`src/rtl/kyber_xfer_pkg.sv`:
```
// Shared types and constants for the Kyber BRAM transfer controller.
// Holds FSM state encoding, register indices, operand/result select codes
// and the segment descriptor used to walk per-mode load/store lists.
package kyber_xfer_pkg;

   typedef enum logic [2:0] {
      ST_IDLE  = 3'd0,
      ST_LOAD  = 3'd1,
      ST_KICK  = 3'd2,
      ST_RUN   = 3'd3,
      ST_STORE = 3'd4
   } state_t;

   // register window indices
   localparam logic [1:0] REG_CTRL   = 2'd0;
   localparam logic [1:0] REG_MODE   = 2'd1;
   localparam logic [1:0] REG_STATUS = 2'd2;
   localparam logic [1:0] REG_PERF   = 2'd3;

   // operand (load) and result (store) select codes; results use the low 2 bits
   localparam logic [2:0] SEL_PK   = 3'd0;
   localparam logic [2:0] SEL_SK   = 3'd1;
   localparam logic [2:0] SEL_C    = 3'd2;
   localparam logic [2:0] SEL_M    = 3'd3;
   localparam logic [2:0] SEL_COIN = 3'd4;

   localparam logic [1:0] MODE_KEYGEN  = 2'd0;
   localparam logic [1:0] MODE_ENCAPS  = 2'd1;
   localparam logic [1:0] MODE_DECAPS  = 2'd2;
   localparam logic [1:0] MODE_ILLEGAL = 2'd3;

   localparam int SEG_BASE_W = 16;
   localparam int WIDX_W     = 7;

   typedef struct packed {
      logic [2:0]            sel;
      logic [SEG_BASE_W-1:0] base;
      logic [WIDX_W-1:0]     words;
   } seg_t;

   function automatic seg_t mk_seg(input logic [2:0] sel, input int base, input int words);
      seg_t s;
      s.sel   = sel;
      s.base  = SEG_BASE_W'(base);
      s.words = WIDX_W'(words);
      return s;
   endfunction

endpackage

```
`src/rtl/kyber_xfer_seg_seq.sv`:
```
// Segment sequencer: maps (mode, direction, segment index) to a segment descriptor.
// Latency: purely combinational.
// Backpressure: none; the caller advances the segment index.
module kyber_xfer_seg_seq
   import kyber_xfer_pkg::*;
#(
   parameter int PK_WORDS    = 50,
   parameter int SK_WORDS    = 48,
   parameter int C_WORDS     = 48,
   parameter int M_WORDS     = 2,
   parameter int COIN_WORDS  = 2,
   parameter int PK_IN_BASE  = 0,
   parameter int M_IN_BASE   = 50,
   parameter int COIN_BASE   = 52,
   parameter int SK_IN_BASE  = 54,
   parameter int C_IN_BASE   = 102,
   parameter int PK_OUT_BASE = 256,
   parameter int SK_OUT_BASE = 306,
   parameter int C_OUT_BASE  = 354,
   parameter int M_OUT_BASE  = 402
)(
   input  logic [1:0] mode,
   input  logic       dir,      // 0 = load (BRAM to core), 1 = store (core to BRAM)
   input  logic [1:0] seg_idx,
   output seg_t       seg,
   output logic       last
);

   // descriptor lookup for the per-mode load and store lists
   always_comb begin
      seg  = '0;
      last = 1'b1;
      if (!dir) begin
         case (mode)
            MODE_KEYGEN: seg = mk_seg(SEL_COIN, COIN_BASE, COIN_WORDS);
            MODE_ENCAPS: begin
               if (seg_idx == 2'd0) begin
                  seg  = mk_seg(SEL_PK, PK_IN_BASE, PK_WORDS);
                  last = 1'b0;
               end else if (seg_idx == 2'd1) begin
                  seg  = mk_seg(SEL_M, M_IN_BASE, M_WORDS);
                  last = 1'b0;
               end else begin
                  seg  = mk_seg(SEL_COIN, COIN_BASE, COIN_WORDS);
               end
            end
            MODE_DECAPS: begin
               if (seg_idx == 2'd0) begin
                  seg  = mk_seg(SEL_SK, SK_IN_BASE, SK_WORDS);
                  last = 1'b0;
               end else begin
                  seg  = mk_seg(SEL_C, C_IN_BASE, C_WORDS);
               end
            end
            default: seg = '0;
         endcase
      end else begin
         case (mode)
            MODE_KEYGEN: begin
               if (seg_idx == 2'd0) begin
                  seg  = mk_seg(SEL_PK, PK_OUT_BASE, PK_WORDS);
                  last = 1'b0;
               end else begin
                  seg  = mk_seg(SEL_SK, SK_OUT_BASE, SK_WORDS);
               end
            end
            MODE_ENCAPS: seg = mk_seg(SEL_C, C_OUT_BASE, C_WORDS);
            MODE_DECAPS: seg = mk_seg(SEL_M, M_OUT_BASE, M_WORDS);
            default:     seg = '0;
         endcase
      end
   end

endmodule

```
`src/rtl/kyber_bram_xfer_ctrl.sv`:
```
// Kyber BRAM port-B transfer controller: operand load, core run, result store.
// Latency: N+1 cycles for an N-word load, 1 kick cycle, 1 cycle per stored word.
// Backpressure: none; BRAM and core ports are always ready. KYBER_XFER_PERF_EN adds a RUN-cycle counter at register 3.
module kyber_bram_xfer_ctrl
   import kyber_xfer_pkg::*;
#(
   parameter int DATA_W      = 128,
   parameter int ADDR_W      = 9,
   parameter int PK_WORDS    = 50,
   parameter int SK_WORDS    = 48,
   parameter int C_WORDS     = 48,
   parameter int M_WORDS     = 2,
   parameter int COIN_WORDS  = 2,
   parameter int PK_IN_BASE  = 0,
   parameter int M_IN_BASE   = 50,
   parameter int COIN_BASE   = 52,
   parameter int SK_IN_BASE  = 54,
   parameter int C_IN_BASE   = 102,
   parameter int PK_OUT_BASE = 256,
   parameter int SK_OUT_BASE = 306,
   parameter int C_OUT_BASE  = 354,
   parameter int M_OUT_BASE  = 402
)(
   input  logic              bram_clk_a,
   input  logic              bram_rst_a,
   input  logic              reg_en,
   input  logic              reg_we,
   input  logic [1:0]        reg_addr,
   input  logic [DATA_W-1:0] reg_wdata,
   output logic [DATA_W-1:0] reg_rdata,
   output logic              bram_en,
   output logic              bram_we,
   output logic [ADDR_W-1:0] bram_addr,
   output logic [DATA_W-1:0] bram_wdata,
   input  logic [DATA_W-1:0] bram_rdata,
   output logic              core_start,
   output logic [1:0]        core_mode,
   input  logic              core_finish,
   output logic              core_wr_en,
   output logic [2:0]        core_wr_sel,
   output logic [6:0]        core_wr_idx,
   output logic [DATA_W-1:0] core_wr_data,
   output logic [1:0]        core_rd_sel,
   output logic [6:0]        core_rd_idx,
   input  logic [DATA_W-1:0] core_rd_data,
   output logic              irq
);

   state_t            state;
   logic [1:0]        seg_idx;
   logic [6:0]        word_idx;
   logic              issuing;      // LOAD still has reads to issue; clear = drain cycle
   logic              ctrl_ie;
   logic [1:0]        mode_reg;
   logic              st_done;
   logic              st_err;
   logic              busy;
   logic              ctrl_wr;
   logic              mode_wr;
   logic              status_wr;
   logic              start_req;
   logic              start_ok;

   logic [1:0]        seq_mode;
   logic              seq_dir;
   seg_t              cur_seg;
   seg_t              nxt_seg;
   logic              cur_last;
   logic              nxt_last;

   logic              last_word;
   logic              at_end;
   logic [1:0]        adv_seg_idx;
   logic [6:0]        adv_idx;
   logic [15:0]       adv_base;
   logic [1:0]        adv_rsel;
   logic [ADDR_W-1:0] adv_addr;
   logic [ADDR_W-1:0] first_addr;

   logic [DATA_W-1:0] rd_val;
   logic [DATA_W-1:0] perf_val;
   logic              unused_bits;

   assign busy      = (state != ST_IDLE);
   assign ctrl_wr   = reg_en && reg_we && (reg_addr == REG_CTRL);
   assign mode_wr   = reg_en && reg_we && (reg_addr == REG_MODE);
   assign status_wr = reg_en && reg_we && (reg_addr == REG_STATUS);
   assign start_req = ctrl_wr && reg_wdata[0] && (state == ST_IDLE);
   assign start_ok  = start_req && (mode_reg != MODE_ILLEGAL);

   // before an operation is accepted the sequencer must see the programmed mode
   assign seq_mode = (state == ST_IDLE) ? mode_reg : core_mode;
   assign seq_dir  = (state == ST_RUN) || (state == ST_STORE);

   kyber_xfer_seg_seq #(
      .PK_WORDS(PK_WORDS), .SK_WORDS(SK_WORDS), .C_WORDS(C_WORDS),
      .M_WORDS(M_WORDS), .COIN_WORDS(COIN_WORDS),
      .PK_IN_BASE(PK_IN_BASE), .M_IN_BASE(M_IN_BASE), .COIN_BASE(COIN_BASE),
      .SK_IN_BASE(SK_IN_BASE), .C_IN_BASE(C_IN_BASE),
      .PK_OUT_BASE(PK_OUT_BASE), .SK_OUT_BASE(SK_OUT_BASE),
      .C_OUT_BASE(C_OUT_BASE), .M_OUT_BASE(M_OUT_BASE)
   ) u_cur_seg (
      .mode(seq_mode), .dir(seq_dir), .seg_idx(seg_idx), .seg(cur_seg), .last(cur_last)
   );

   // lookahead so a segment change needs no gap cycle
   kyber_xfer_seg_seq #(
      .PK_WORDS(PK_WORDS), .SK_WORDS(SK_WORDS), .C_WORDS(C_WORDS),
      .M_WORDS(M_WORDS), .COIN_WORDS(COIN_WORDS),
      .PK_IN_BASE(PK_IN_BASE), .M_IN_BASE(M_IN_BASE), .COIN_BASE(COIN_BASE),
      .SK_IN_BASE(SK_IN_BASE), .C_IN_BASE(C_IN_BASE),
      .PK_OUT_BASE(PK_OUT_BASE), .SK_OUT_BASE(SK_OUT_BASE),
      .C_OUT_BASE(C_OUT_BASE), .M_OUT_BASE(M_OUT_BASE)
   ) u_nxt_seg (
      .mode(seq_mode), .dir(seq_dir), .seg_idx(adv_seg_idx), .seg(nxt_seg), .last(nxt_last)
   );

   assign last_word   = (word_idx == (cur_seg.words - 7'd1));
   assign at_end      = last_word && cur_last;
   assign adv_seg_idx = last_word ? (seg_idx + 2'd1) : seg_idx;
   assign adv_idx     = last_word ? 7'd0 : (word_idx + 7'd1);
   assign adv_base    = last_word ? nxt_seg.base : cur_seg.base;
   assign adv_rsel    = last_word ? nxt_seg.sel[1:0] : cur_seg.sel[1:0];
   assign adv_addr    = adv_base[ADDR_W-1:0] + ADDR_W'(adv_idx);
   assign first_addr  = cur_seg.base[ADDR_W-1:0];

   // load data is forwarded straight from BRAM in the cycle it returns;
   // store data is taken straight from the core for the index presented this cycle
   assign core_wr_data = core_wr_en ? bram_rdata : '0;
   assign bram_wdata   = bram_we ? core_rd_data : '0;

   assign unused_bits = ^{reg_wdata, cur_seg.base, nxt_seg, nxt_last};

   // transfer sequencer with registered BRAM/core strobes and sticky status bits
   always_ff @(posedge bram_clk_a or posedge bram_rst_a) begin
      if (bram_rst_a) begin
         state       <= ST_IDLE;
         seg_idx     <= 2'd0;
         word_idx    <= 7'd0;
         issuing     <= 1'b0;
         bram_en     <= 1'b0;
         bram_we     <= 1'b0;
         bram_addr   <= '0;
         core_start  <= 1'b0;
         core_mode   <= 2'd0;
         core_wr_en  <= 1'b0;
         core_wr_sel <= 3'd0;
         core_wr_idx <= 7'd0;
         core_rd_sel <= 2'd0;
         core_rd_idx <= 7'd0;
         st_done     <= 1'b0;
         st_err      <= 1'b0;
      end else begin
         core_start <= 1'b0;
         core_wr_en <= 1'b0;
         if (status_wr) begin
            if (reg_wdata[1]) st_done <= 1'b0;
            if (reg_wdata[2]) st_err  <= 1'b0;
         end
         case (state)
            ST_IDLE: begin
               if (start_req) begin
                  if (mode_reg == MODE_ILLEGAL) begin
                     st_err <= 1'b1;
                  end else begin
                     core_mode <= mode_reg;
                     st_done   <= 1'b0;
                     state     <= ST_LOAD;
                     bram_en   <= 1'b1;
                     bram_we   <= 1'b0;
                     bram_addr <= first_addr;
                     seg_idx   <= 2'd0;
                     word_idx  <= 7'd0;
                     issuing   <= 1'b1;
                  end
               end
            end
            ST_LOAD: begin
               if (issuing) begin
                  // the word being read now lands at the core next cycle
                  core_wr_en  <= 1'b1;
                  core_wr_sel <= cur_seg.sel;
                  core_wr_idx <= word_idx;
                  if (at_end) begin
                     issuing   <= 1'b0;
                     bram_en   <= 1'b0;
                     bram_addr <= '0;
                  end else begin
                     seg_idx   <= adv_seg_idx;
                     word_idx  <= adv_idx;
                     bram_addr <= adv_addr;
                  end
               end else begin
                  state      <= ST_KICK;
                  core_start <= 1'b1;
                  seg_idx    <= 2'd0;
                  word_idx   <= 7'd0;
               end
            end
            ST_KICK: state <= ST_RUN;
            ST_RUN: begin
               if (core_finish) begin
                  state       <= ST_STORE;
                  bram_en     <= 1'b1;
                  bram_we     <= 1'b1;
                  bram_addr   <= first_addr;
                  core_rd_sel <= cur_seg.sel[1:0];
                  core_rd_idx <= 7'd0;
                  seg_idx     <= 2'd0;
                  word_idx    <= 7'd0;
               end
            end
            ST_STORE: begin
               if (at_end) begin
                  state       <= ST_IDLE;
                  bram_en     <= 1'b0;
                  bram_we     <= 1'b0;
                  bram_addr   <= '0;
                  core_rd_sel <= 2'd0;
                  core_rd_idx <= 7'd0;
                  seg_idx     <= 2'd0;
                  word_idx    <= 7'd0;
                  st_done     <= 1'b1;
               end else begin
                  seg_idx     <= adv_seg_idx;
                  word_idx    <= adv_idx;
                  bram_addr   <= adv_addr;
                  core_rd_sel <= adv_rsel;
                  core_rd_idx <= adv_idx;
               end
            end
            default: state <= ST_IDLE;
         endcase
      end
   end

   // interrupt enable is always writable; mode is frozen while an operation runs
   always_ff @(posedge bram_clk_a or posedge bram_rst_a) begin
      if (bram_rst_a) begin
         ctrl_ie  <= 1'b0;
         mode_reg <= 2'd0;
      end else begin
         if (ctrl_wr) ctrl_ie <= reg_wdata[1];
         if (mode_wr && !busy) mode_reg <= reg_wdata[1:0];
      end
   end

`ifdef KYBER_XFER_PERF_EN
   logic [31:0] perf_cnt;

   // RUN-cycle counter for the most recent operation, saturating
   always_ff @(posedge bram_clk_a or posedge bram_rst_a) begin
      if (bram_rst_a) begin
         perf_cnt <= 32'd0;
      end else if (start_ok) begin
         perf_cnt <= 32'd0;
      end else if ((state == ST_RUN) && (perf_cnt != 32'hFFFF_FFFF)) begin
         perf_cnt <= perf_cnt + 32'd1;
      end
   end

   assign perf_val = DATA_W'(perf_cnt);
`else
   logic unused_start_ok;
   assign unused_start_ok = start_ok;
   assign perf_val = '0;
`endif

   // register read mux; start bit is self-clearing so it always reads 0
   always_comb begin
      rd_val = '0;
      case (reg_addr)
         REG_CTRL:   rd_val[1]   = ctrl_ie;
         REG_MODE:   rd_val[1:0] = mode_reg;
         REG_STATUS: rd_val[2:0] = {st_err, st_done, busy};
         default:    rd_val      = perf_val;
      endcase
   end

   // read data updates only on a read strobe and holds otherwise
   always_ff @(posedge bram_clk_a or posedge bram_rst_a) begin
      if (bram_rst_a) reg_rdata <= '0;
      else if (reg_en && !reg_we) reg_rdata <= rd_val;
   end

   // registered done interrupt
   always_ff @(posedge bram_clk_a or posedge bram_rst_a) begin
      if (bram_rst_a) irq <= 1'b0;
      else irq <= st_done & ctrl_ie;
   end

endmodule

```
`config.mk`:
```
export PLATFORM = sky130hd
export DESIGN_NAME = kyber_bram_xfer_ctrl
export DESIGN_NICKNAME = d
export VERILOG_FILES = /design/src/rtl/kyber_xfer_pkg.sv /design/src/rtl/kyber_xfer_seg_seq.sv /design/src/rtl/kyber_bram_xfer_ctrl.sv
export SDC_FILE = /design/constraint.sdc
export NUM_CORES = 1
export LEC_CHECK = 0
export CAP_MARGIN = 20
export CORE_AREA = 2 2 313 315
export CTS_CLUSTER_SIZE = 20
export DETAILED_ROUTE_END_ITERATION = 8
export DIE_AREA = 0 0 315 317
export DONT_BUFFER_PORTS = 1
export PLACE_DENSITY = 0.3
export RECOVER_POWER = 50
export SETUP_SLACK_MARGIN = 0.05
export SLEW_MARGIN = 40
export SYNTH_ARGS = -nofsm -noshare
export SYNTH_HDL_FRONTEND = slang
export SYNTH_SLANG_ARGS = --single-unit
export TNS_END_PERCENT = 10
```
`constraint.sdc`:
```
create_clock -name bram_clk_a -period 12 [get_ports bram_clk_a]
set_clock_uncertainty 0.05 [all_clocks]
set_input_delay 0.6 -clock bram_clk_a [delete_from_list [all_inputs] [get_ports bram_clk_a]]
set_output_delay 0.6 -clock bram_clk_a [all_outputs]
set_load 0.01 [all_outputs]
```
==> run_results.csv, run 1 <==
group,metric,value,unit
outcome,status,"finished, violations left",
global_routing,grt_pass1_wl,37.8,mm
min_path,min_path_type,"in2reg",
synth,synth_top_area_share,0.258,
clocking,cts_hold_buf,0,
floorplanning,dieArea,99900,µm²
clocking,cts_setup_buffers,0,
clocking,cts_buffer_depth,2,
detailed_routing,drtAntennaViolNets,0,
pwr,power.density,223,nW/µm²
pwr,clkPwrFrac,0.099,
global_routing,grt_usage,0.0528,
clocking,cts-htree-levels,2,
critical_path,cp-end-kind,"register",
detailed_routing,first_iter_violations,292,
critical_path,crit_type,"reg2reg",
synth,async_reset_ff_frac,1.00,
detailed_routing,vias_per_cell,2.57,
placed_design,routabilityCongestion,0.897,
clocking,clock-root-buffer,"clkbuf_16",
pwr,vdd_ir_drop_max,67.6,µV
detailed_routing,totalWireLength,30.0,mm
pwr,p_sw,0.969,mW
synth,synthDistinctLibCells,63,
synth,ys_seq_area_frac,0.223,
job,cap_violations,3,
pwr,p_comb_frac,0.673,
floorplanning,die_w,315,µm
sta,setup_violations,0,
critical_path,cp_max_fo,22,
sta,period_share,0.614,
sta,tightestPinTransition,3660,ps
finish,drive_gt1_frac,0.0407,
synth,ys_ff_latch,56,
synth,syn_inst,821,
sta,finalWorstPathRequiredPeriod,7360,ps
synth,ys.flop_type,"dfrtp_1",
synth,synth_most_common_cell,"and2_1",
detailed_routing,vias,5317,
clocking,post_cts_resized,0,
global_routing,grt_pass1_vias,4811,
pwr,internal-power,0.679,mW
pwr,switching_share,0.588,
floorplanning,core.rowCount,114,
placed_design,port_buffers,0,
pwr,share_seq_of_total_power,0.228,
floorplanning,core_area,96300,µm²
sta,relSlewSlack,-1.44,
finish,largest_reg_flops,9,
sta,hold_viol,0,
detailed_routing,firstDrtPassIters,8,
synth,yosys_warnings,0,
critical_path,startpoint_type,"register",
synth,syn_avg_cell_area,7.66,µm²
floorplanning,boundaryPins,810,
global_routing,antenna_found_initial,7,
clocking,clock_latency,320,ps
sta,holdWs,390,ps
pwr,leakagePower,2.73,nW
global_routing,grt_start_max_net_pins,130,
placed_design,dp_hpwl,25.4,mm
sta,slew_viol_final,315,
finish,fin_nets,1196,
finish,area_growth,17.6,%
clocking,numClockSinks,56,
outcome,violations,"max-capacitance violations, max-slew violations",
global_routing,grt_overflow,0,
synth,synthTopCellsByCount,"and2_1 (259), buf_4 (125), nand2_1 (60)",
finish,regMostFlops,"bram_addr",
synth,netlist_area,6290,µm²
sta,fmax,136,MHz
synth,synth_area_leader_cell,"and2_1",
synth,synth_edf_count,0,
critical_path,cp.arrival,7550,ps
sta,finalSetupTns,0,ps
floorplanning,die-height,317,µm
floorplanning,start_util,0.0653,
detailed_routing,route.detailed.drc,0,
critical_path,critPathRequiredTime,12190,ps
synth,synth_top_cells_by_area,"and2_1 (26%), dfrtp_1 (22%), buf_4 (15%), ha_1 (3.8%), nand2_1 (3.6%)",
clocking,cts_tree,"yes",
clocking,cts_buffers,5,
sta,rsz0062_at_grt,"false",
finish,n_fill_cell,11300,
clocking,clkTransAtPathRegs,90,ps
detailed_routing,wl_per_cell,14.5,µm
## path summary, 6_finish.rpt
kind	start	endpoint	slack, ps	cells after the start
worst max-delay path	state[0]	bram_addr[8]	4640	21
worst min-delay path	reg_wdata[1]	mode_reg[1]	390	1
worst max register to register	state[0]	bram_addr[8]	4640	21
worst min register to register	st_err	st_err	440	2
max in group asynchronous	bram_rst_a	core_wr_en	8300	2
min in group asynchronous	bram_rst_a	reg_rdata[0]	1400	2
## worst max-delay path, cell delays in order (launching register included)
cell and delay, ps:
dfrtp_1 590, nor3_1 830, mux2i_1 590, ha_1 470, nand2_1 210, o211ai_1 430, nand3_1 120, o21ai_0 120
ha_1 280, xnor2_1 170, nand4_1 230, or4_4 610, nand3_2 400, nand3_1 140, a31oi_1 350, ha_1 300
a21o_1 200, a21o_1 190, o21ai_0 80, o21ai_0 220, or4b_1 510, a31oi_1 190
## metal layers
layer / up-vias / track usage / routed length (µm)
met5: - / 0 / 48
met2: 332 / 0.0850 / 14500
met1: 2576 / 0.0619 / 11700
met4: 8 / 0.0120 / 303
li1: 2381 / - / -
met3: 20 / 0.0277 / 3340
## cell type report
class                   instances  area (µm²)  share of cell area
flip-flops and latches         56        1400               0.190
clock inverters                 3        27.5             0.00372
inverters                      14        52.6             0.00710
repair buffers                  4        15.0             0.00203
clock buffers                   5         125              0.0169
diodes                          7        17.5             0.00237
multi-input cells             704        4160               0.562
well taps                    1276        1600               0.216
## cells in the final DEF, fill, tap and decap left out, drive strengths merged, types with 3 or more instances in the layout
cell / instances
xnor2: 9
xor2: 4
nand4: 7
nand2: 60
conb: 125
o22a: 3
clkbuf: 9
o21ai: 35
a21oi: 29
o211ai: 4
a211oi: 3
or2: 3
a21o: 5
and2: 259
inv: 14
mux2i: 6
nand2b: 11
a41oi: 3
a22o: 4
a221o: 3
ha: 19
diode: 7
a31oi: 5
dfrtp: 56
nor2: 29
and3: 8
mux2: 8
nand3: 19
nor3: 4
o31ai: 6
## logic make-up (layout without fill, tap and decap cells)
family | Yosys count | count (layout) | share of synthesized area
XOR/XNOR | 13 | 13 | 0.0181
other | 1 | 132 | 0.000596
buffers and inverters | 185 | 26 | 0.190
AO/OA/AOI/OAI | 118 | 118 | 0.125
flip-flops | 56 | 56 | 0.223
AND/OR/NAND/NOR | 414 | 414 | 0.379
multiplexers | 14 | 14 | 0.0239
adder cells (fa/ha/maj) | 20 | 20 | 0.0410
## metrics by stage
step	util	instances	instance area [µm²]	total power [mW]	worst slack (ps)
6_report	0.0769	2069	7400	1.65	4640
5_1_grt	0.0767	2063	7380	1.81	4000
4_1_cts	0.0769	2062	7400	1.68	4730
3_5_place_dp	0.0753	2054	7250	1.50	4770
3_3_place_gp	0.0752	2054	7240	1.51	4730
2_1_floorplan	-	945	6760	1.20	6440
## power groups by stage
stage	combinational, mW	clock, mW	sequential, mW
final	1.11	0.163	0.377
after global placement	1.11	0	0.394
after detailed placement	1.10	0	0.395
after floorplan	0.885	0	0.313
after CTS	1.11	0.174	0.392
after global routing	1.23	0.179	0.399
Power figures use the tool's default switching activity.
==> run 2, diff against run 1 <==
--- a/config.mk
+++ b/config.mk
@@ -5,11 +5,12 @@
 export SDC_FILE = /design/constraint.sdc
 export NUM_CORES = 1
 export LEC_CHECK = 0
+export ABC_AREA = 1
 export CAP_MARGIN = 20
-export CORE_AREA = 2 2 313 315
+export CORE_AREA = 2 2 317 319
 export CTS_CLUSTER_SIZE = 20
 export DETAILED_ROUTE_END_ITERATION = 8
-export DIE_AREA = 0 0 315 317
+export DIE_AREA = 0 0 319 321
 export DONT_BUFFER_PORTS = 1
 export PLACE_DENSITY = 0.3
 export RECOVER_POWER = 50
==> constraint.sdc (replaced) <==
create_clock -name bram_clk_a -period 6.4 [get_ports bram_clk_a]
set_clock_uncertainty 0.05 [all_clocks]
set_input_delay 0.32 -clock bram_clk_a [delete_from_list [all_inputs] [get_ports bram_clk_a]]
set_output_delay 0.32 -clock bram_clk_a [all_outputs]
set_load 0.01 [all_outputs]
==> run 2 against run 1 <==
The flow still finishes with violations (max-capacitance violations, max-slew violations). Synthesized cell count grew 36%. Cell count grew 16%. Clock-buffer cell count is the same. Combinational power grew to 2.5 times the previous value. First-iteration DRC count grew 20%. Non-clock buffer count grew 2. Hold slack lost 350 ps. Global-route usage grew 4.2 points. Sequential power grew 89%. Clock power grew 96%. Total power grew 130%.
==> run_results.csv, run 2 <==
group,metric,value,unit
placed_design,dpl.cell_count,2386,
synth,synthDistinctLibCells,52,
synth,syn_avg_cell_area,5.90,µm²
clocking,cts_setup_buffers,0,
global_routing,grt_overflow,0,
floorplanning,core_area,99300,µm²
sta,fmax,179,MHz
global_routing,grt_start_max_net_pins,72,
sta,relSlewSlack,-1.28,
critical_path,cp_top_family,"simple AND/OR/NAND/NOR gates",
critical_path,path_buf_inv,5,
global_routing,antenna_found_initial,27,
clocking,cts_tree,"yes",
synth,ys_seq_area_frac,0.212,
pwr,leakagePower,4.88,nW
critical_path,crit_slowest_cell,"o41ai_1",
synth,synth_most_common_cell,"nand2_1",
synth,synthTopCellsByCount,"nand2_1 (355), inv_1 (317), buf_4 (125)",
sta,holdWs,40.9,ps
finish,mostFrequentLayoutCell,"nand2_1",
critical_path,rr_endpoint,"bram_addr[7]",
pwr,share_seq_of_total_power,0.186,
finish,design_area,7810,µm²
synth,synth_edf_count,0,
clocking,numClockSinks,56,
min_path,min_from,"reg_we",
detailed_routing,vias,6253,
finish,largest_reg_flops,9,
critical_path,crit_type,"reg2reg",
detailed_routing,totalWireLength,51.3,mm
global_routing,grt_pass1_wl,63.3,mm
placed_design,port_buffers,0,
sta,slew_viol_final,89,
outcome,violations,"max-capacitance violations, max-slew violations",
finish,drive_gt1_frac,0.0565,
detailed_routing,met2_length,24.7,mm
synth,synth_area_leader_cell,"dfrtp_1",
floorplanning,dieArea,102000,µm²
synth,async_reset_ff_frac,1.00,
pwr,vdd_ir_drop_max,154,µV
critical_path,reg2reg_slack,800,ps
global_routing,grt_usage,0.0951,
pwr,p_comb_frac,0.730,
clocking,cts_hold_buf,1,
sta,setup_ws,800,ps
critical_path,cp_max_fo,16,
synth,syn_inst,1118,
detailed_routing,wl_met1,18.4,mm
sta,setup_violations,0,
job,cap_violations,2,
pwr,power.density,489,nW/µm²
placed_design,postPlaceCellArea,7670,µm²
min_path,min_path_type,"in2reg",
finish,regMostFlops,"bram_addr",
sta,finalSetupTns,0,ps
finish,area_growth,18.3,%
outcome,status,"finished, violations left",
clocking,post_cts_resized,0,
placed_design,dp_slack,768,ps
critical_path,path_depth,30,
pwr,p_sw,2.53,mW
synth,ys.flop_type,"dfrtp_1",
detailed_routing,drtAntennaViolNets,0,
pwr,power.total,3.82,mW
critical_path,cp.arrival,5750,ps
detailed_routing,route.detailed.drc,0,
critical_path,worstSetupStartpoint,"state[1]",
finish,final_cell_mix,"nand2_1 (355), inv_1 (316), conb_1 (125)",
finish,instances_no_fill,2400,
floorplanning,die_w,319,µm
critical_path,critPathRequiredTime,6550,ps
critical_path,worstSetupEndpoint,"bram_addr[7]",
clocking,cts_buffers,5,
detailed_routing,wl_per_cell,21.4,µm
sta,rsz0062_at_grt,"false",
floorplanning,core.rowCount,116,
critical_path,critPathMaxStageDelay,600,ps
clocking,clock_latency,320,ps
pwr,clkPwrFrac,0.084,
clocking,clkTransAtPathRegs,90,ps
critical_path,r2r_cells,30,
detailed_routing,firstDrtPassIters,6,
global_routing,grt_pass1_vias,5949,
floorplanning,die-height,321,µm
floorplanning,start_util,0.0665,
critical_path,rr_startpoint,"state[1]",
critical_path,cp-end-kind,"register",
pwr,switching_share,0.661,
synth,synth_top_area_share,0.212,
clocking,clock-root-buffer,"clkbuf_16",
clocking,cts-htree-levels,2,
synth,yosys_warnings,0,
sta,period_share,0.875,
synth,synth_top_cells_by_area,"dfrtp_1 (21%), nand2_1 (20%), inv_1 (18%), buf_4 (14%), ha_1 (3.6%)",
sta,tightestPinTransition,3430,ps
detailed_routing,highest_layer,"met5",
sta,finalWorstPathRequiredPeriod,5600,ps
pwr,internal-power,1.30,mW
detailed_routing,first_iter_violations,351,
detailed_routing,route.met3.wl,7.49,mm
finish,fin_nets,1508,
floorplanning,boundaryPins,810,
synth,ys_ff_latch,56,
placed_design,dp_hpwl,46.7,mm
synth,netlist_area,6600,µm²
clocking,cts_buffer_depth,2,
placed_design,routabilityCongestion,0.826,
finish,post-route-util,0.0787,
critical_path,startpoint_type,"register",
sta,hold_viol,0,
detailed_routing,vias_per_cell,2.61,
==> run 2: cell types whose count changed after synthesis, sizes merged, moves of 11 or more <==
cell    change
inv       +310
nand2     +310
and2      -259
nor2       +12
o21ai      +12
nand2b     -11
==> run 2: power groups by stage <==
stage	registers, mW	clock network [mW]	logic, mW
after floorplan	0.601	0	2.07
after global placement	0.820	0	2.84
after detailed placement	0.780	0	2.85
after CTS	0.774	0.348	2.87
after global routing	0.752	0.352	3.18
final	0.711	0.320	2.79
==> run 2: worst min path at each step <==
stage	to	slack, ps	depth (start not counted)
after floorplan	reg_rdata[1]	370	1
after global placement	reg_rdata[1]	380	1
after detailed placement	reg_rdata[1]	330	2
after CTS	reg_rdata[1]	10	1
after global routing	reg_rdata[1]	30	1
final	reg_rdata[1]	40	1
==> run 2: kinds of logic (layout without fill, tap and decap cells) <==
family / after synthesis / after routing / synth area share
simple gates: 452 / 452 / 0.295
xor+xnor: 5 / 5 / 0.00663
mux: 1 / 1 / 0.00171
buf+inv: 483 / 339 / 0.349
flops: 56 / 56 / 0.212
fa+ha+maj: 20 / 20 / 0.0390
other cells: 1 / 129 / 0.000568
compound gates: 100 / 100 / 0.0959
==> run 2: layout make-up <==
class	count	area (µm²)
Tap cell	1298	1620
Sequential cell	56	1400
Inverter	325	1230
Antenna cell	4	10.0
Timing Repair Buffer	6	36.3
Clock buffer	5	125
Fill cell	11800	91500
Multi-Input combinational cell	703	3350
Clock inverter	3	28.8
==> run 2: worst reg2reg max path: cells and delay by family (launching register included) <==
family,cells,cell delay (ps)
flops,1,430
xor+xnor,1,200
buf+inv,5,580
compound gates,6,1190
simple gates,14,2030
fa+ha+maj,4,1020
==> run 2: layer usage <==
layer | vias to the layer above | track usage
met4 | 34 | 0.0122
li1 | 2924 | -
met3 | 58 | 0.0623
met5 | - | 0
met2 | 359 | 0.162
met1 | 2878 | 0.100
